## config.mk

```make
export PLATFORM = sky130hd
export DESIGN_NAME = mls_dac_mapper
export DESIGN_NICKNAME = d
export VERILOG_FILES = /design/src/rtl/mls_dac_mapper.sv
export SDC_FILE = /design/constraint.sdc
export NUM_CORES = 1
export LEC_CHECK = 0
export ABC_AREA = 1
export BUFFER_PORTS_ARGS = -buffer_cell sky130_fd_sc_hd__buf_4
export CAP_MARGIN = 20
export CORE_MARGIN = 2
export CORE_UTILIZATION = 37
export DETAILED_ROUTE_END_ITERATION = 10
export SYNTH_ARGS = -nofsm -noshare
export SYNTH_HDL_FRONTEND = slang
export SYNTH_SLANG_ARGS = --single-unit
```

## constraint.sdc

```tcl
create_clock -name clk -period 8.41 [get_ports clk]
set_input_delay 0.841 -clock clk [delete_from_list [all_inputs] [get_ports clk]]
set_output_delay 0.841 -clock clk [all_outputs]
set_load 0.02 [all_outputs]
```

## src/rtl/mls_dac_mapper.sv

```systemverilog
// Maps the MLS generator bit stream to saturated offset +/- amplitude DAC codes,
// sequences the generator (reseed, enable, burst count) and streams codes via a small FIFO.
module mls_dac_mapper #(
   parameter int FIFO_DEPTH = 4
) (
   input  logic        clk,
   input  logic        srst,
   input  logic        start_i,
   input  logic        stop_i,
   input  logic [13:0] amp_i,
   input  logic [13:0] offset_i,
   input  logic        invert_i,
   input  logic [7:0]  burst_i,
   input  logic        sig_i,
   input  logic        flag_i,
   output logic        en_o,
   output logic        lfsr_srst_o,
   output logic [15:0] m_axis_tdata,
   output logic        m_axis_tvalid,
   input  logic        m_axis_tready,
   output logic        m_axis_tlast,
   output logic        busy_o,
   output logic        done_o
);

   localparam int AW = $clog2(FIFO_DEPTH);
   localparam logic [AW:0] DEPTH_C = (AW+1)'(FIFO_DEPTH);

   typedef enum logic [1:0] {IDLE, SEED, RUN, DRAIN} state_t;

   state_t state, state_next;

   logic [13:0] amp_q;
   logic [13:0] offset_q;
   logic        invert_q;
   logic [7:0]  burst_q;
   logic [7:0]  seq_cnt;
   logic [7:0]  seq_inc;
   logic        stop_pending;

   logic [16:0]   mem [FIFO_DEPTH];
   logic [AW-1:0] wr_ptr, rd_ptr;
   logic [AW:0]   count;
   logic          full, push, pop;
   logic          flag_cap, seq_end;

   logic signed [15:0] amp_ext, off_ext, sum, code;

   // en_o comes straight from the registered count, so a full FIFO never takes a write
   // even when a pop happens in the same cycle.
   assign full    = (count == DEPTH_C);
   assign push    = (state == RUN) && !full;
   assign pop     = m_axis_tvalid && m_axis_tready;
   assign en_o    = push;
   assign busy_o  = (state != IDLE);

   assign seq_inc  = seq_cnt + 8'd1;
   assign flag_cap = push && flag_i;
   assign seq_end  = flag_cap && (((burst_q != 8'd0) && (seq_inc == burst_q)) || stop_pending);

   always_comb begin
      amp_ext = signed'({2'b00, amp_q});
      off_ext = signed'({{2{offset_q[13]}}, offset_q});
      sum     = (sig_i ^ invert_q) ? off_ext + amp_ext : off_ext - amp_ext;
      if (sum > 16'sd8191)
         code = 16'sd8191;
      else if (sum < -16'sd8192)
         code = -16'sd8192;
      else
         code = sum;
   end

   always_ff @(posedge clk) begin
      if (srst)
         state <= IDLE;
      else
         state <= state_next;
   end

   // NOTE: every output of this block gets a default before the case, so no path infers a latch.
   always_comb begin
      state_next  = state;
      lfsr_srst_o = 1'b0;
      done_o      = 1'b0;
      case (state)
         IDLE:  if (start_i) state_next = SEED;
         SEED: begin
            lfsr_srst_o = 1'b1;
            state_next  = RUN;
         end
         RUN:   if (seq_end) state_next = DRAIN;
         DRAIN: begin
            if (count == '0) begin
               done_o     = 1'b1;
               state_next = IDLE;
            end
         end
         default: state_next = IDLE;
      endcase
   end

   always_ff @(posedge clk) begin
      if (srst) begin
         amp_q        <= '0;
         offset_q     <= '0;
         invert_q     <= 1'b0;
         burst_q      <= '0;
         seq_cnt      <= '0;
         stop_pending <= 1'b0;
      end else if (state == IDLE && start_i) begin
         amp_q        <= amp_i;
         offset_q     <= offset_i;
         invert_q     <= invert_i;
         burst_q      <= burst_i;
         seq_cnt      <= '0;
         stop_pending <= 1'b0;
      end else begin
         if (flag_cap)
            seq_cnt <= seq_inc;
         if ((state == SEED || state == RUN) && stop_i)
            stop_pending <= 1'b1;
      end
   end

   // NOTE: the storage array has no reset; validity is tracked by count alone, and
   // m_axis_tdata is gated by tvalid so nothing stale leaks out after reset.
   always_ff @(posedge clk) begin
      if (push)
         mem[wr_ptr] <= {flag_i, code};
   end

   always_ff @(posedge clk) begin
      if (srst) begin
         wr_ptr <= '0;
         rd_ptr <= '0;
         count  <= '0;
      end else begin
         if (push)
            wr_ptr <= wr_ptr + 1'b1;
         if (pop)
            rd_ptr <= rd_ptr + 1'b1;
         case ({push, pop})
            2'b10:   count <= count + 1'b1;
            2'b01:   count <= count - 1'b1;
            default: count <= count;
         endcase
      end
   end

   assign m_axis_tvalid = (count != '0);
   assign m_axis_tdata  = m_axis_tvalid ? mem[rd_ptr][15:0] : 16'd0;
   assign m_axis_tlast  = m_axis_tvalid && mem[rd_ptr][16];

endmodule

```

Word-level counts from Yosys, hierarchy flattened
Memories as Yosys holds them, arrays and structs flattened. A register that Yosys moved wholly into a read port is not among the register bits.
Cells that the tools add are included.
{"block": "classes", "reduce_logical": 19, "add_sub_neg": 7, "n_lt_le_gt_ge": 2, "muxes": 16, "n_bitwise": 1, "n_eq_ne": 10}
{"op": "$mux W16", "count": 4}
{"op": "$add A14 B15 Y16", "count": 1}
{"op": "$gt A16 B14 Y1 const B", "count": 1}
{"op": "$lt A16 B14 Y1 const B", "count": 1}
{"op": "$sub A14 B15 Y16", "count": 1}
{"op": "$mux W2", "count": 5}
{"op": "$add A8 B1 Y8 const B", "count": 1}
{"op": "$eq A8 B8 Y1", "count": 1}
{"op": "$logic_and A1 B1 Y1", "count": 8}
{"op": "$pmux W2 S4", "count": 1}
{"op": "$reduce_bool A8 Y1", "count": 1}
{"op": "$eq A2 B2 Y1 const B", "count": 3}
{"op": "$ne A2 B2 Y1 const B", "count": 3}
{"op": "$pmux W3 S2", "count": 1}
{"op": "$mux W1", "count": 5}
{"op": "$add A2 B1 Y2 const B", "count": 2}
{"op": "$eq A2 B1 Y1 const B", "count": 2}
{"op": "$reduce_bool A2 Y1", "count": 2}
{"op": "$add A3 B1 Y3 const B", "count": 1}
{"op": "$eq A3 B3 Y1 const B", "count": 1}
{"op": "$logic_not A3 Y1", "count": 1}
{"op": "$reduce_and A3 Y1", "count": 1}
{"op": "$reduce_bool A3 Y1", "count": 1}
{"op": "$sub A3 B1 Y3 const B", "count": 1}
{"op": "other kinds (5)", "count": 6}
{"block": "totals", "out_inout_bits": 22, "memories": 1, "in_bits": 44, "register_bits": 55, "ramBits": 68}
{"memory": "mem", "depth": 4, "word_bits": 17, "rd": 1, "rd_clocked_by_memory_dff": 1, "wr": 1, "line_no": "41", "rtl": "logic [16:0] mem [FIFO_DEPTH];"}

Logic depth before layout (Yosys ltp)
{"block": "depth", "depth_word": 7, "mapped_depth": 27, "ltp_nobuf": 26}

Worst setup path after synthesis
OpenSTA, ideal clock, no wires.
{"block": "synth_timing", "path_kind": "input port to flip-flop", "from": "input sig_i", "to": "memory mem[0][9], data pin", "stages": 23, "required_ns": 8.140, "arrival_time_ns": 3.971, "path_buffers": 2, "setup_slack_ns": 4.169, "path_cell_list": "or2_2 nand2_1 clkbuf_1 nor2_1 xor2_1 ha_1 nand2_2 inv_1 a21oi_1 nand2_1 nand2_1 nand2_2 a21oi_1 nand3_1 nand2_2 inv_4 nor2_1 nand2_1 ha_1 clkbuf_1 a21oi_1 o21ai_0 nand2_4"}
{"block": "synth_between", "elab_chain_cells": 5, "elab_cells_between_ends": 6}
{"element": "start: declaration", "line_no": "14", "rtl": "input logic sig_i,"}
{"element": "$xor A1 B1 Y1 (*)", "line_no": "64", "rtl": "sum = (sig_i ^ invert_q) ? off_ext + amp_ext : off_ext - amp_ext;"}
{"element": "$mux W16 (*)", "line_no": "64"}
{"element": "$lt A16 B14 Y1", "line_no": "67", "rtl": "else if (sum < -16'sd8192)"}
{"element": "$mux W16", "line_no": "67"}
{"element": "$mux W16 (*)", "line_no": "65", "rtl": "if (sum > 16'sd8191)"}
{"element": "net code[9]", "line_no": "47", "rtl": "logic signed [15:0] amp_ext, off_ext, sum, code;"}
{"element": "end: declaration", "line_no": "41"}
Mark *: on every way through the listed nets, which the timed path passes. The rest lies on a longest branch.

Worst setup path after layout
{"block": "layout_timing", "from": "register amp_q[0]", "to": "memory mem[3][3], data pin"}
{"block": "layout_between", "elab_chain_cells": 5, "elab_cells_between_ends": 7}
{"element": "start: declaration", "line_no": "33", "rtl": "logic [13:0] amp_q;"}
{"element": "start signal: assignment", "line_no": "111", "rtl": "amp_q <= amp_i;"}
{"element": "$sub A14 B15 Y16 / $add A14 B15 Y16 (equally long branches)", "line_no": "64"}
{"element": "$mux W16 (*)", "line_no": "64"}
{"element": "$lt A16 B14 Y1", "line_no": "67"}
{"element": "$mux W16", "line_no": "67"}
{"element": "$mux W16 (*)", "line_no": "65"}
{"element": "net code[3]", "line_no": "47"}
Marks and branches as above.

==> results.rst <==
.. list-table::
   :header-rows: 1

   * - Metric
     - Value
   * - Max cap viols
     - 0
   * - Global-route wire length before repair
     - 22,900 µm
   * - Count of state elements after synthesis
     - 125
   * - Sequential element share of the synthesized area
     - 49.3%
   * - Final critical-path share of the clock period
     - 53.7%
   * - Row Count
     - 48
   * - Power, Total
     - 3.30 mW
   * - Number of global-route vias before repair
     - 4,582
   * - Worst Hold Margin
     - 460 ps
   * - Via density
     - 4.71
   * - Unique cell type count in the Yosys netlist
     - 37
   * - CP required
     - 8530 ps
   * - Transition time of the tightest slew-check pin
     - 1020 ps
   * - Total congestion overflow
     - 0
   * - Post-synthesis net count
     - 845
   * - Post-synthesis instance area
     - 6460 µm²
   * - Starting density of the core
     - 37.6%
   * - Synth warn
     - 0
   * - Avg Synthesized Cell Area
     - 8.42 µm²
   * - Sum of net half-perimeters after detailed placement
     - 9530 µm
   * - Number of hold-repair buffers added at the cts stage
     - 0
   * - Final non-filler cell total
     - 1,068
   * - Highest attainable clock frequency
     - 221 MHz
   * - CTS clock-pin slew for the worst setup and hold paths
     - 50 ps
   * - Pin count of the biggest net entering global routing
     - 58
   * - Remaining antenna violation count
     - 0
   * - Max Fanout on Critical Path
     - 11
   * - Number of detailed-routing iterations run before antenna repair
     - 4
   * - Inserted Clock Buffers
     - 17
   * - Last weighted congestion value of the routability-driven placer
     - 0.814
   * - Unrepaired setup endpoints after global routing
     - false
   * - Horizontal die dimension
     - 136 µm
   * - Buffer and inverter count on the worst path
     - 6
   * - Iteration-0 DRC Markers
     - 265
   * - TritonCTS clock tree
     - built
   * - Post-placement setup slack
     - 3680 ps
   * - Cell type group with the largest total delay on the critical path
     - simple AND/OR/NAND/NOR gates
   * - Worst clock skew
     - 5.75 ps
   * - Die outline height
     - 136 µm
   * - Slowest stage delay, CP
     - 560 ps
   * - Nature of the critical path endpoint
     - flop
   * - Cell type with the largest total area after synthesis
     - edfxtp_1
   * - Post-Syn Instances
     - 767
   * - Endpoint arrival time on the critical path
     - 4640 ps
   * - Shortest period the worst path allows
     - 4520 ps
   * - Total of buffers placed on input and output ports
     - 65
   * - Dominant cell by count in the synthesized netlist
     - nor2_1
   * - Total negative slack
     - 0 ps
   * - Post-layout net count
     - 908
   * - Nature of the critical path startpoint
     - flop
   * - Fraction of final layout cells with drive strength greater than 1
     - 15.4%
   * - Most common library cells after synthesis
     - nor2_1 (149), o21ai_0 (92), nand2_1 (89)
   * - Top post-synthesis cells by area
     - edfxtp_1 (32%), dfxtp_1 (18%), nor2_1 (8.7%), o21ai_0 (7.1%), ha_1 (6.2%)
   * - Detailed-route DRC error count
     - 0
   * - Post-CTS setup buffers
     - 0
   * - Hold/Removal Path Class
     - reg -> reg
   * - Cell count after placement
     - 1,035
   * - Slew Limit Fails
     - 0
   * - Clock Tree Root
     - clkbuf_16
   * - Count of antenna diodes in the layout
     - 0
   * - Share of Yosys cell area claimed by the top area cell type
     - 31.6%
   * - Number of sinks driven by the clock tree
     - 125
   * - Core utilization of the finished layout
     - 45.1%
   * - Area Growth Syn to Fin
     - 20.0%
   * - Critical path's most frequent cell
     - inv_1
   * - Overall routed net length
     - 14,000 µm
   * - Fraction of synthesis flops using an asynchronous set or reset pin
     - 0%
   * - Antenna violations before repair
     - 0
   * - Core Area
     - 17,200 µm²
   * - Clock latency at the later pin of the worst-skew pair
     - 420 ps
   * - Tightest slew margin relative to the limit
     - 31.8%
   * - Number of endpoints failing setup at the final stage
     - 0
   * - Leading register cell type out of synthesis
     - edfxtp_1
   * - Placement-stage cell area
     - 7150 µm²
   * - EDFF count, synth
     - 68
   * - Highest ir drop seen on vdd
     - 0.184 mV
   * - Outcome
     - finished, final reports clean
   * - Power per standard cell area
     - 426 nW/µm²
   * - Count of boundary I/O pins
     - 66
   * - # fillers
     - 1,733
   * - Final hold vios
     - 0
   * - Maximum buffer depth of the clock tree
     - 2
   * - Worst Setup Slack, final
     - 3890 ps
   * - Static leakage
     - 3.21 nW
   * - Count of H-tree levels built during CTS
     - 4
   * - Global-route usage over all layers
     - 15.9%
   * - Class of the most critical setup path
     - reg -> reg
   * - Layout Cell Area excl Fill
     - 7750 µm²
   * - Post-cts resize count
     - 0
   * - Die area
     - 18,500 µm²
   * - Worst-path cell with the longest stage delay
     - ha_1
   * - Drt wl/cell
     - 13.1 µm
   * - DR vias
     - 5,032
[cell families after synthesis]
kind of cell | synth area share, %
XOR/XNOR | 2.97
AND/OR/NAND/NOR | 19.0
buffers and inverters | 6.86
AO/OA/AOI/OAI | 15.1
flip-flops | 49.3
adder cells (fa/ha/maj) | 6.82
[flip-flops by register name (all words and copies together) (netlist names), named ones only]
register	count
invert_q	1
seq_cnt	8
offset_q	14
count	3
wr_ptr	2
mem	68
stop_pending	1
amp_q	14
burst_q	8
rd_ptr	2
state	2
[power breakdown]
part           leakage, nW  total [mW]  switching [mW]  internal [mW]
registers             1.08        1.03          0.0748          0.954
logic                 1.86        1.56            1.05          0.514
clock network        0.268       0.705           0.270          0.435
[path summary, 6_finish.rpt]
kind / startpoint / to / slack, ps / depth (start not counted)
min reg2reg: rd_ptr[1] / flop / 460 / 2
min: rd_ptr[1] / flop / 460 / 2
max reg2reg: amp_q[0] / mem[3][3] / 3890 / 25
max: amp_q[0] / mem[3][3] / 3890 / 25
[worst reg2reg max path: stages, from the launching register on]
cell and delay, ps:
dfxtp_1 340, inv_1 90, ha_1 170, nand3_1 110
nor3_1 210, inv_1 70, nor3_1 210, inv_1 90
nor3_1 190, nor2_1 80, xor2_1 150, ha_1 370
inv_1 120, o21ai_0 90, a31oi_1 190, nand2_2 110
a21oi_1 180, nand3_1 110, nand2_2 150, inv_4 60
nor2_1 80, nand2_1 60, ha_1 560, inv_1 200
nand2_1 100, o21ai_0 140
[metal layers]
layer | share of wire (%) | global-route usage (%) | wire (µm)
met5 | 0 | 0 | 0
met4 | 1.3 | 5.03 | 187
met3 | 4.2 | 4.18 | 589
met2 | 44 | 24.3 | 6110
met1 | 51 | 22.0 | 7060
[cell type report]
type | count | area (µm²) | share of cell area, %
multi-input combinational | 530 | 2840 | 36.6
clock buffer | 18 | 429 | 5.54
inverter | 86 | 325 | 4.20
timing repair buffer | 70 | 546 | 7.04
sequential | 125 | 3180 | 41.1
tap | 225 | 282 | 3.63
clock inverter | 14 | 148 | 1.91
[cells in the final DEF (no fill, tap or decap), drive strengths merged]
cell type  instances
nor2             150
o21ai            100
nand2             96
inv               84
a21oi             70
buf               70
edfxtp            68
dfxtp             57
ha                32
nand3             30
clkbuf            18
xor2              15
a31oi              9
nor3               9
clkinv             9
xnor2              6
clkinvlp           5
o21bai             3
nand4              3
or2                2
fa                 2
bufinv             2
nand3b             1
a21o               1
o31ai              1
Power figures use the tool's default switching activity.
